[src/rtl/anton_neopixel_pixel_serializer_pkg.sv]
// Shared types and defaults for the NeoPixel pixel serializer.
//  - serState_t          : fetch FSM states (IDLE / FETCH)
//  - *_DEFAULT           : default buffer size and high-time step counts
//  - RD_DATA_BITS        : width of the pixel buffer read data
//  - PIXEL_BITS          : serialized GRB pixel width
//  - bufferBits()        : address width needed for a given last byte address
package anton_neopixel_pixel_serializer_pkg;

    typedef enum logic [0:0] {
        SER_STATE_IDLE  = 1'b0,
        SER_STATE_FETCH = 1'b1
    } serState_t;

    localparam int BUFFER_END_DEFAULT  = 255;
    localparam int HIGH0_STEPS_DEFAULT = 2;
    localparam int HIGH1_STEPS_DEFAULT = 5;
    localparam int RD_DATA_BITS        = 32;
    localparam int PIXEL_BITS          = 24;

    function automatic int bufferBits(input int bufferEnd);
        return $clog2(bufferEnd + 1);
    endfunction

endpackage

[src/rtl/anton_neopixel_pixel_serializer_if.sv]
// Pixel buffer read port (request/ack).
//  rdReq  : request, held until rdAck
//  rdAddr : byte address, stable while rdReq=1
//  rdAck  : read data valid this cycle
//  rdData : read data word (8-bit mode uses [7:0])
// master = serializer side, slave = pixel buffer side.
interface anton_neopixel_pixel_serializer_if
    import anton_neopixel_pixel_serializer_pkg::*;
#(
    parameter int ADDR_BITS = 8
);
    logic                    rdReq;
    logic [ADDR_BITS-1:0]    rdAddr;
    logic                    rdAck;
    logic [RD_DATA_BITS-1:0] rdData;

    modport master (output rdReq, output rdAddr, input rdAck, input rdData);
    modport slave  (input rdReq, input rdAddr, output rdAck, output rdData);
endinterface

[src/rtl/anton_neopixel_color_expand.sv]
// Combinational pixel format conversion.
//  laneWord : low 24 bits of the buffer read word
//  mode32   : 1 = word already holds {G,R,B}; 0 = [7:0] holds RGB332 (RRRGGGBB)
//  grb      : 24-bit {G8,R8,B8}
// Channels are widened by bit replication so full scale maps to 0xFF.
module anton_neopixel_color_expand
    import anton_neopixel_pixel_serializer_pkg::*;
(
    input  logic [PIXEL_BITS-1:0] laneWord,
    input  logic                  mode32,
    output logic [PIXEL_BITS-1:0] grb
);
    logic [2:0] red3;
    logic [2:0] green3;
    logic [1:0] blue2;
    logic [7:0] red8;
    logic [7:0] green8;
    logic [7:0] blue8;

    assign red3   = laneWord[7:5];
    assign green3 = laneWord[4:2];
    assign blue2  = laneWord[1:0];

    assign red8   = {red3, red3, red3[2:1]};
    assign green8 = {green3, green3, green3[2:1]};

    // Blue has only two bits, so it repeats four times.
    genvar gi;
    generate
        for (gi = 0; gi < 4; gi++) begin : g_blueRep
            assign blue8[2*gi +: 2] = blue2;
        end
    endgenerate

    assign grb = mode32 ? laneWord : {green8, red8, blue8};
endmodule

[src/rtl/anton_neopixel_pixel_serializer.sv]
// NeoPixel pixel serializer: fetches each pixel from the pixel buffer at the start of
// the pixel and drives an 8-step-per-bit waveform on neoData (registered, 1 clock latency).
//  clk6_4mhz, rst           : stream clock, asynchronous active-high reset
//  regCtrlInit              : sync clear of pixel latch, underrun flag and neoData
//  regCtrl32bit             : 1 = 32-bit word per pixel, 0 = RGB332 byte per pixel
//  streamOutput/streamReset : sequencer transmit / latch state
//  bitPatternIndex          : sub-bit step 0..7
//  pixelBitIndex            : pixel bit 0..23 (0 = MSB)
//  pixelIndex               : byte address of current pixel
//  rdBus                    : pixel buffer read port (master)
//  neoData                  : serial line to the strip
//  underrun                 : sticky, a pixel missed its fetch deadline
module anton_neopixel_pixel_serializer
    import anton_neopixel_pixel_serializer_pkg::*;
#(
    parameter int  BUFFER_END  = BUFFER_END_DEFAULT,
    parameter int  HIGH0_STEPS = HIGH0_STEPS_DEFAULT,
    parameter int  HIGH1_STEPS = HIGH1_STEPS_DEFAULT,
    localparam int BUFFER_BITS = bufferBits(BUFFER_END)
)(
    input  logic                   clk6_4mhz,
    input  logic                   rst,
    input  logic                   regCtrlInit,
    input  logic                   regCtrl32bit,
    input  logic                   streamOutput,
    input  logic                   streamReset,
    input  logic [2:0]             bitPatternIndex,
    input  logic [4:0]             pixelBitIndex,
    input  logic [BUFFER_BITS-1:0] pixelIndex,
    anton_neopixel_pixel_serializer_if.master rdBus,
    output logic                   neoData,
    output logic                   underrun
);
    localparam logic [2:0] HIGH0_STEP    = 3'(HIGH0_STEPS);
    localparam logic [2:0] HIGH1_STEP    = 3'(HIGH1_STEPS);
    // Last step at which bit 0 looks identical for '0' and '1'; data must be in by then.
    localparam logic [2:0] DEADLINE_STEP = 3'(HIGH0_STEPS - 1);

    serState_t             stateReg;
    serState_t             stateNext;
    logic                  lateReg;
    logic                  underrunReg;
    logic                  neoDataReg;
    logic [PIXEL_BITS-1:0] pixelDataReg;
    logic [BUFFER_BITS-1:0] rdAddrReg;

    logic                  pixelStart;
    logic                  startFetch;
    logic                  reqComb;
    logic                  captureEn;
    logic                  captureValid;
    logic                  missDeadline;
    logic                  ignoredStart;
    logic                  bitVal;
    logic                  neoDataNext;
    logic [4:0]            bitSel;
    logic [2:0]            highSteps;
    logic [PIXEL_BITS-1:0] expandedPixel;

    anton_neopixel_color_expand uColorExpand (
        .laneWord (rdBus.rdData[PIXEL_BITS-1:0]),
        .mode32   (regCtrl32bit),
        .grb      (expandedPixel)
    );

    assign pixelStart = streamOutput && (pixelBitIndex == 5'd0) && (bitPatternIndex == 3'd0);

    always_ff @(posedge clk6_4mhz or posedge rst) begin
        if (rst) begin
            stateReg <= SER_STATE_IDLE;
        end else begin
            stateReg <= stateNext;
        end
    end

    always_comb begin
        stateNext  = stateReg;
        reqComb    = 1'b0;
        startFetch = 1'b0;
        captureEn  = 1'b0;
        case (stateReg)
            SER_STATE_IDLE: begin
                if (pixelStart) begin
                    reqComb    = 1'b1;
                    startFetch = 1'b1;
                    if (rdBus.rdAck) begin
                        captureEn = 1'b1;
                    end else begin
                        stateNext = SER_STATE_FETCH;
                    end
                end
            end
            SER_STATE_FETCH: begin
                reqComb = 1'b1;
                if (rdBus.rdAck) begin
                    captureEn = 1'b1;
                    stateNext = SER_STATE_IDLE;
                end
            end
            default: stateNext = SER_STATE_IDLE;
        endcase
    end

    // An ack in the deadline cycle itself still wins: missDeadline requires !rdAck.
    assign missDeadline = (stateReg == SER_STATE_FETCH) && !rdBus.rdAck && !lateReg &&
                          (pixelBitIndex == 5'd0) && (bitPatternIndex == DEADLINE_STEP);
    assign ignoredStart = (stateReg == SER_STATE_FETCH) && pixelStart;
    // A late ack is consumed but its data is thrown away.
    assign captureValid = captureEn && ((stateReg == SER_STATE_IDLE) || !lateReg);

    always_ff @(posedge clk6_4mhz or posedge rst) begin
        if (rst) begin
            lateReg   <= 1'b0;
            rdAddrReg <= '0;
        end else begin
            if (startFetch) begin
                rdAddrReg <= pixelIndex;
            end
            if (startFetch && !rdBus.rdAck) begin
                lateReg <= 1'b0;
            end else if (missDeadline || ignoredStart) begin
                lateReg <= 1'b1;
            end
        end
    end

    always_ff @(posedge clk6_4mhz or posedge rst) begin
        if (rst) begin
            underrunReg  <= 1'b0;
            pixelDataReg <= '0;
        end else if (regCtrlInit) begin
            underrunReg  <= 1'b0;
            pixelDataReg <= '0;
        end else begin
            if (missDeadline || ignoredStart) begin
                underrunReg <= 1'b1;
            end
            // Missed pixels go out black from the first step where bit values differ.
            if (captureValid) begin
                pixelDataReg <= expandedPixel;
            end else if (missDeadline || ignoredStart) begin
                pixelDataReg <= '0;
            end
        end
    end

    assign bitSel      = 5'd23 - pixelBitIndex;
    assign bitVal      = (pixelBitIndex <= 5'd23) ? pixelDataReg[bitSel] : 1'b0;
    assign highSteps   = bitVal ? HIGH1_STEP : HIGH0_STEP;
    assign neoDataNext = streamOutput && !streamReset && (bitPatternIndex < highSteps);

    always_ff @(posedge clk6_4mhz or posedge rst) begin
        if (rst) begin
            neoDataReg <= 1'b0;
        end else if (regCtrlInit) begin
            neoDataReg <= 1'b0;
        end else begin
            neoDataReg <= neoDataNext;
        end
    end

    // The request address is the live pixelIndex in the request cycle, then the held copy.
    assign rdBus.rdReq  = reqComb && !rst;
    assign rdBus.rdAddr = (startFetch && !rst) ? pixelIndex : rdAddrReg;
    assign neoData      = neoDataReg;
    assign underrun     = underrunReg;
endmodule
[src/flat_wrapper.sv]
// flat-port wrapper written by rule: the top's interface ports become plain ports
module anton_neopixel_pixel_serializer_flat import anton_neopixel_pixel_serializer_pkg::*;
#(
    parameter int  BUFFER_END  = BUFFER_END_DEFAULT,
    parameter int  HIGH0_STEPS = HIGH0_STEPS_DEFAULT,
    parameter int  HIGH1_STEPS = HIGH1_STEPS_DEFAULT,
    localparam int BUFFER_BITS = bufferBits(BUFFER_END)
)
  (clk6_4mhz, rst, regCtrlInit, regCtrl32bit, streamOutput, streamReset, bitPatternIndex, pixelBitIndex, pixelIndex, neoData, underrun, rdBus_rdReq, rdBus_rdAddr, rdBus_rdAck, rdBus_rdData);
  anton_neopixel_pixel_serializer_if rdBus_i ();
  input  logic clk6_4mhz;
  input  logic rst;
  input  logic regCtrlInit;
  input  logic regCtrl32bit;
  input  logic streamOutput;
  input  logic streamReset;
  input  logic [2:0] bitPatternIndex;
  input  logic [4:0] pixelBitIndex;
  input  logic [BUFFER_BITS-1:0] pixelIndex;
  output logic neoData;
  output logic underrun;
  output wire logic [$bits(rdBus_i.rdReq)-1:0] rdBus_rdReq;
  output wire logic [$bits(rdBus_i.rdAddr)-1:0] rdBus_rdAddr;
  input wire logic [$bits(rdBus_i.rdAck)-1:0] rdBus_rdAck;
  input wire logic [$bits(rdBus_i.rdData)-1:0] rdBus_rdData;
  assign rdBus_rdReq = rdBus_i.rdReq;
  assign rdBus_rdAddr = rdBus_i.rdAddr;
  assign rdBus_i.rdAck = rdBus_rdAck;
  assign rdBus_i.rdData = rdBus_rdData;
  anton_neopixel_pixel_serializer #(.BUFFER_END(BUFFER_END), .HIGH0_STEPS(HIGH0_STEPS), .HIGH1_STEPS(HIGH1_STEPS)) u_core (.clk6_4mhz(clk6_4mhz), .rst(rst), .regCtrlInit(regCtrlInit), .regCtrl32bit(regCtrl32bit), .streamOutput(streamOutput), .streamReset(streamReset), .bitPatternIndex(bitPatternIndex), .pixelBitIndex(pixelBitIndex), .pixelIndex(pixelIndex), .rdBus(rdBus_i), .neoData(neoData), .underrun(underrun));
endmodule
[config.mk]
export PLATFORM = sky130hd
export DESIGN_NAME = anton_neopixel_pixel_serializer_flat
export DESIGN_NICKNAME = d
export VERILOG_FILES = /design/src/rtl/anton_neopixel_pixel_serializer_pkg.sv /design/src/rtl/anton_neopixel_pixel_serializer_if.sv /design/src/rtl/anton_neopixel_color_expand.sv /design/src/rtl/anton_neopixel_pixel_serializer.sv /design/src/flat_wrapper.sv
export SDC_FILE = /design/constraint.sdc
export NUM_CORES = 1
export LEC_CHECK = 0
export ABC_AREA = 1
export CAP_MARGIN = 25
export CORE_ASPECT_RATIO = 0.75
export CORE_MARGIN = 2
export CORE_UTILIZATION = 51
export CTS_CLUSTER_DIAMETER = 150
export CTS_CLUSTER_SIZE = 25
export DETAILED_ROUTE_END_ITERATION = 10
export PLACE_DENSITY = 0.91
export SLEW_MARGIN = 20
export SYNTH_ARGS = -nofsm -noshare
export SYNTH_HDL_FRONTEND = slang
export SYNTH_SLANG_ARGS = --single-unit
export TNS_END_PERCENT = 100
[constraint.sdc]
create_clock -name clk6_4mhz -period 4.52 [get_ports clk6_4mhz]
set_input_delay 0.452 -clock clk6_4mhz [delete_from_list [all_inputs] [get_ports clk6_4mhz]]
set_output_delay 0.452 -clock clk6_4mhz [all_outputs]
set_load 0.02 [all_outputs]
==> results.yml <==
run_status:
  status: "finished, final reports clean"
cells_and_area:
  diodes: 0
  post-route-util_pct: 67.6
  multi_input_area_um2: 1100
  area_growth_pct: 29.7
  post_route_cells_drive_above_1_share_pct: 13.0
  final_area_um2: 2970
  final_cell_mix: "nand2_1, clkdlybuf4s50_1, inv_1, dfrtp_1, o21ai_2"
  layout.cells.non_filler: 426
  layout.nets: 427
  fillerInstances: 346
  layout_commonest_cell: "nand2_1"
  seq_area_um2: 901
global_routing:
  grt_pass1_vias: 1923
  use_met3_pct: 5.78
  grt_util_met2_pct: 35.5
  grt_max_degree: 38
  grt_pass1_wl_mm: 8.41
  busiest_layer: "met2"
  grt_usage_pct: 22.2
  antenna_found_initial: 0
  overflow: 0
  met1_usage_pct: 29.6
setup_path:
  start_kind: "input pin"
  critPathMostFrequentCell: "clkdlybuf4s50_1"
  endpoint_kind: "primary output"
  r2r-start: "u_core.pixelDataReg[13]"
  reg2reg_to: "u_core.neoData"
  startpoint: "pixelBitIndex[0]"
  worstPathArrival_ps: 3110
  worstRegToRegCells: 11
  slowest_delay_ps: 620
  path_buf_inv: 4
  worstPathCellList: "clkdlybuf4s50_1, buf_4, inv_2, nand3_2, nor3_2, nand2_2, nor2_1, nand2_1, o21ai_2, clkdlybuf4s50_1"
  r2r_slack_ps: 2490
  critical_path_class: "input pin to primary output"
  cp-endpoint: "rdBus_rdAddr[7]"
  required_ps: 4070
  cp_num_cells: 10
  critPathSlowestCell: "clkdlybuf4s50_1"
  cpLargestDelayFamily: "buffers and inverters"
  worst-path-max-fanout: 16
yosys:
  synthSimpleGateAreaFrac_pct: 28.9
  synth-compound-area-share_pct: 17.2
  syn-cell-area_um2: 2290
  yosysWarnings: 0
  synth_top_family_by_area: "simple AND/OR/NAND/NOR gates"
  muxShareOfSynthArea_pct: 0
  ys_seq_area_share_pct: 39.4
  syn_inst: 312
  synthAdderAreaFrac_pct: 2.19
  yosys.area_share.xor_xnor_pct: 0
  synth_fp_nets: 371
  synth_cell_types: 23
  synth.top_cells.by_area: "dfrtp_1, nand2_1, o21ai_2, inv_1, o21ai_0"
  synth_top_cell_area_share_pct: 39.4
  avgSynthCellArea_um2: 7.33
  yosysTopAreaCell: "dfrtp_1"
  synth_seq_cells: 36
clock_network:
  clk_path_buf_depth: 2
  postCtsHoldBufs: 0
  htree_levels: 2
  clkLatencyLatePin_ps: 290
  cts_tree: "yes"
  cts_setup_buffers: 0
  numCtsBuffers: 5
  cts-root-buf: "clkbuf_8"
  cts_resized: 0
  clock-sinks: 36
  cts.reportedPaths.clkPinSlew_ps: 70
power:
  pwr_density_cell_nw_per_um2: 247
  ir_drop_v: 0.000168
  p_leak_nw: 1.46
sta:
  setup_viol: 0
  rsz0062_at_grt: "no"
  setup-tns-final_ps: 0
  tightest_slew_ps: 687
  slew_viol_final: 0
  fin_skew_ps: 11.0
  final.period_utilization_pct: 78.9
  hold_viol_final: 0
  fmax_mhz: 281
  relSlewSlack_pct: 54.1
  min_period_ps: 3570
  setup_ws_ps: 955
place:
  place_ws_ps: 1060
  hpwl_mm: 3.80
  portBuffers: 57
  dp_cells: 418
  gp_congestion: 0.857
  place_area_um2: 2860
detailed_routing:
  wl_per_cell_um: 12.1
  via_count: 2132
  firstDrtPassIters: 4
  routed_wl_mm: 5.17
  drcViolationCount: 0
  via_per_inst: 5.00
  drt_iter0_drc: 166
  ant_nets: 0
job:
  maxCapViolCount: 0
min_path:
  hp-class: "flop to flop"
floorplanning:
  die_h_um: 62.0
  start_util_pct: 52.2
  rows: 21
  die_area_um2: 5040
  io_pins: 66
  die_w_um: 81.4
  core_region_area_um2: 4390
tightest hold or removal path, stage by stage (launching register included):
cell and delay [ps]:
dfrtp_1 340, nand2_1 50, o21ai_0 60
state kept, by name, indices dropped and copies added (netlist names):
register / count
u_core.stateReg: 1
u_core.lateReg: 1
u_core.pixelDataReg: 24
u_core.rdAddrReg: 8
u_core.underrun: 1
u_core.neoData: 1
through the flow:
stage	total power, mW	hold WS, ps
after floorplan	0.400	453
final	0.734	492
after global placement	0.462	467
after detailed placement	0.464	480
after CTS	0.742	497
after global routing	0.770	524
worst min path at each step:
| stage | endpoint | from | cells past startpoint | slack, ps |
|---|---|---|---|---|
| 2_1_floorplan | u_core.rdAddrReg[0] | u_core.rdAddrReg[0] | 2 | 450 |
| 3_3_place_gp | u_core.rdAddrReg[5] | u_core.rdAddrReg[5] | 2 | 470 |
| 3_5_place_dp | u_core.rdAddrReg[1] | u_core.rdAddrReg[1] | 2 | 480 |
| 4_1_cts | u_core.rdAddrReg[1] | u_core.rdAddrReg[1] | 2 | 500 |
| 5_1_grt | u_core.rdAddrReg[1] | u_core.rdAddrReg[1] | 2 | 520 |
| 6_report | u_core.rdAddrReg[1] | u_core.rdAddrReg[1] | 2 | 490 |
report_power, final:
group | total (mW) | internal (mW) | leakage, nW | switching (mW)
clock network | 0.275 | 0.164 | 0.0552 | 0.111
logic | 0.131 | 0.0625 | 0.909 | 0.0681
registers | 0.329 | 0.326 | 0.497 | 0.00222
total | 0.734 | 0.552 | 1.46 | 0.182
synthesized netlist by cell type, drive strengths merged:
master   count
nor3         2
clkbuf       2
a21oi        4
nor4         1
buf          8
ha           4
nand3       17
o211ai       2
nand2      130
o21ai       46
a2111oi      1
inv         53
nor2         6
dfrtp       36
layout make-up:
class                           count  area share [%]
Clock inverter                      2            1.18
Tap cell                           57            2.40
Inverter                           53            6.70
Multi-Input combinational cell    213            37.2
Clock buffer                        6            2.45
Sequential cell                    36            30.4
Timing Repair Buffer               59            19.7
cells by family after synthesis:
logic type / count (synthesis)
buf+inv: 63
simple gates: 156
fa+ha+maj: 4
flops: 36
compound gates: 53
routing by layer:
layer  vias up  part of all wire, %
met4         0                  1.4
li1       1076                    -
met3         8                  5.8
met5         -                    0
met2        68                   47
met1       980                   46
Note: power is estimated with default switching activity, not from simulation.
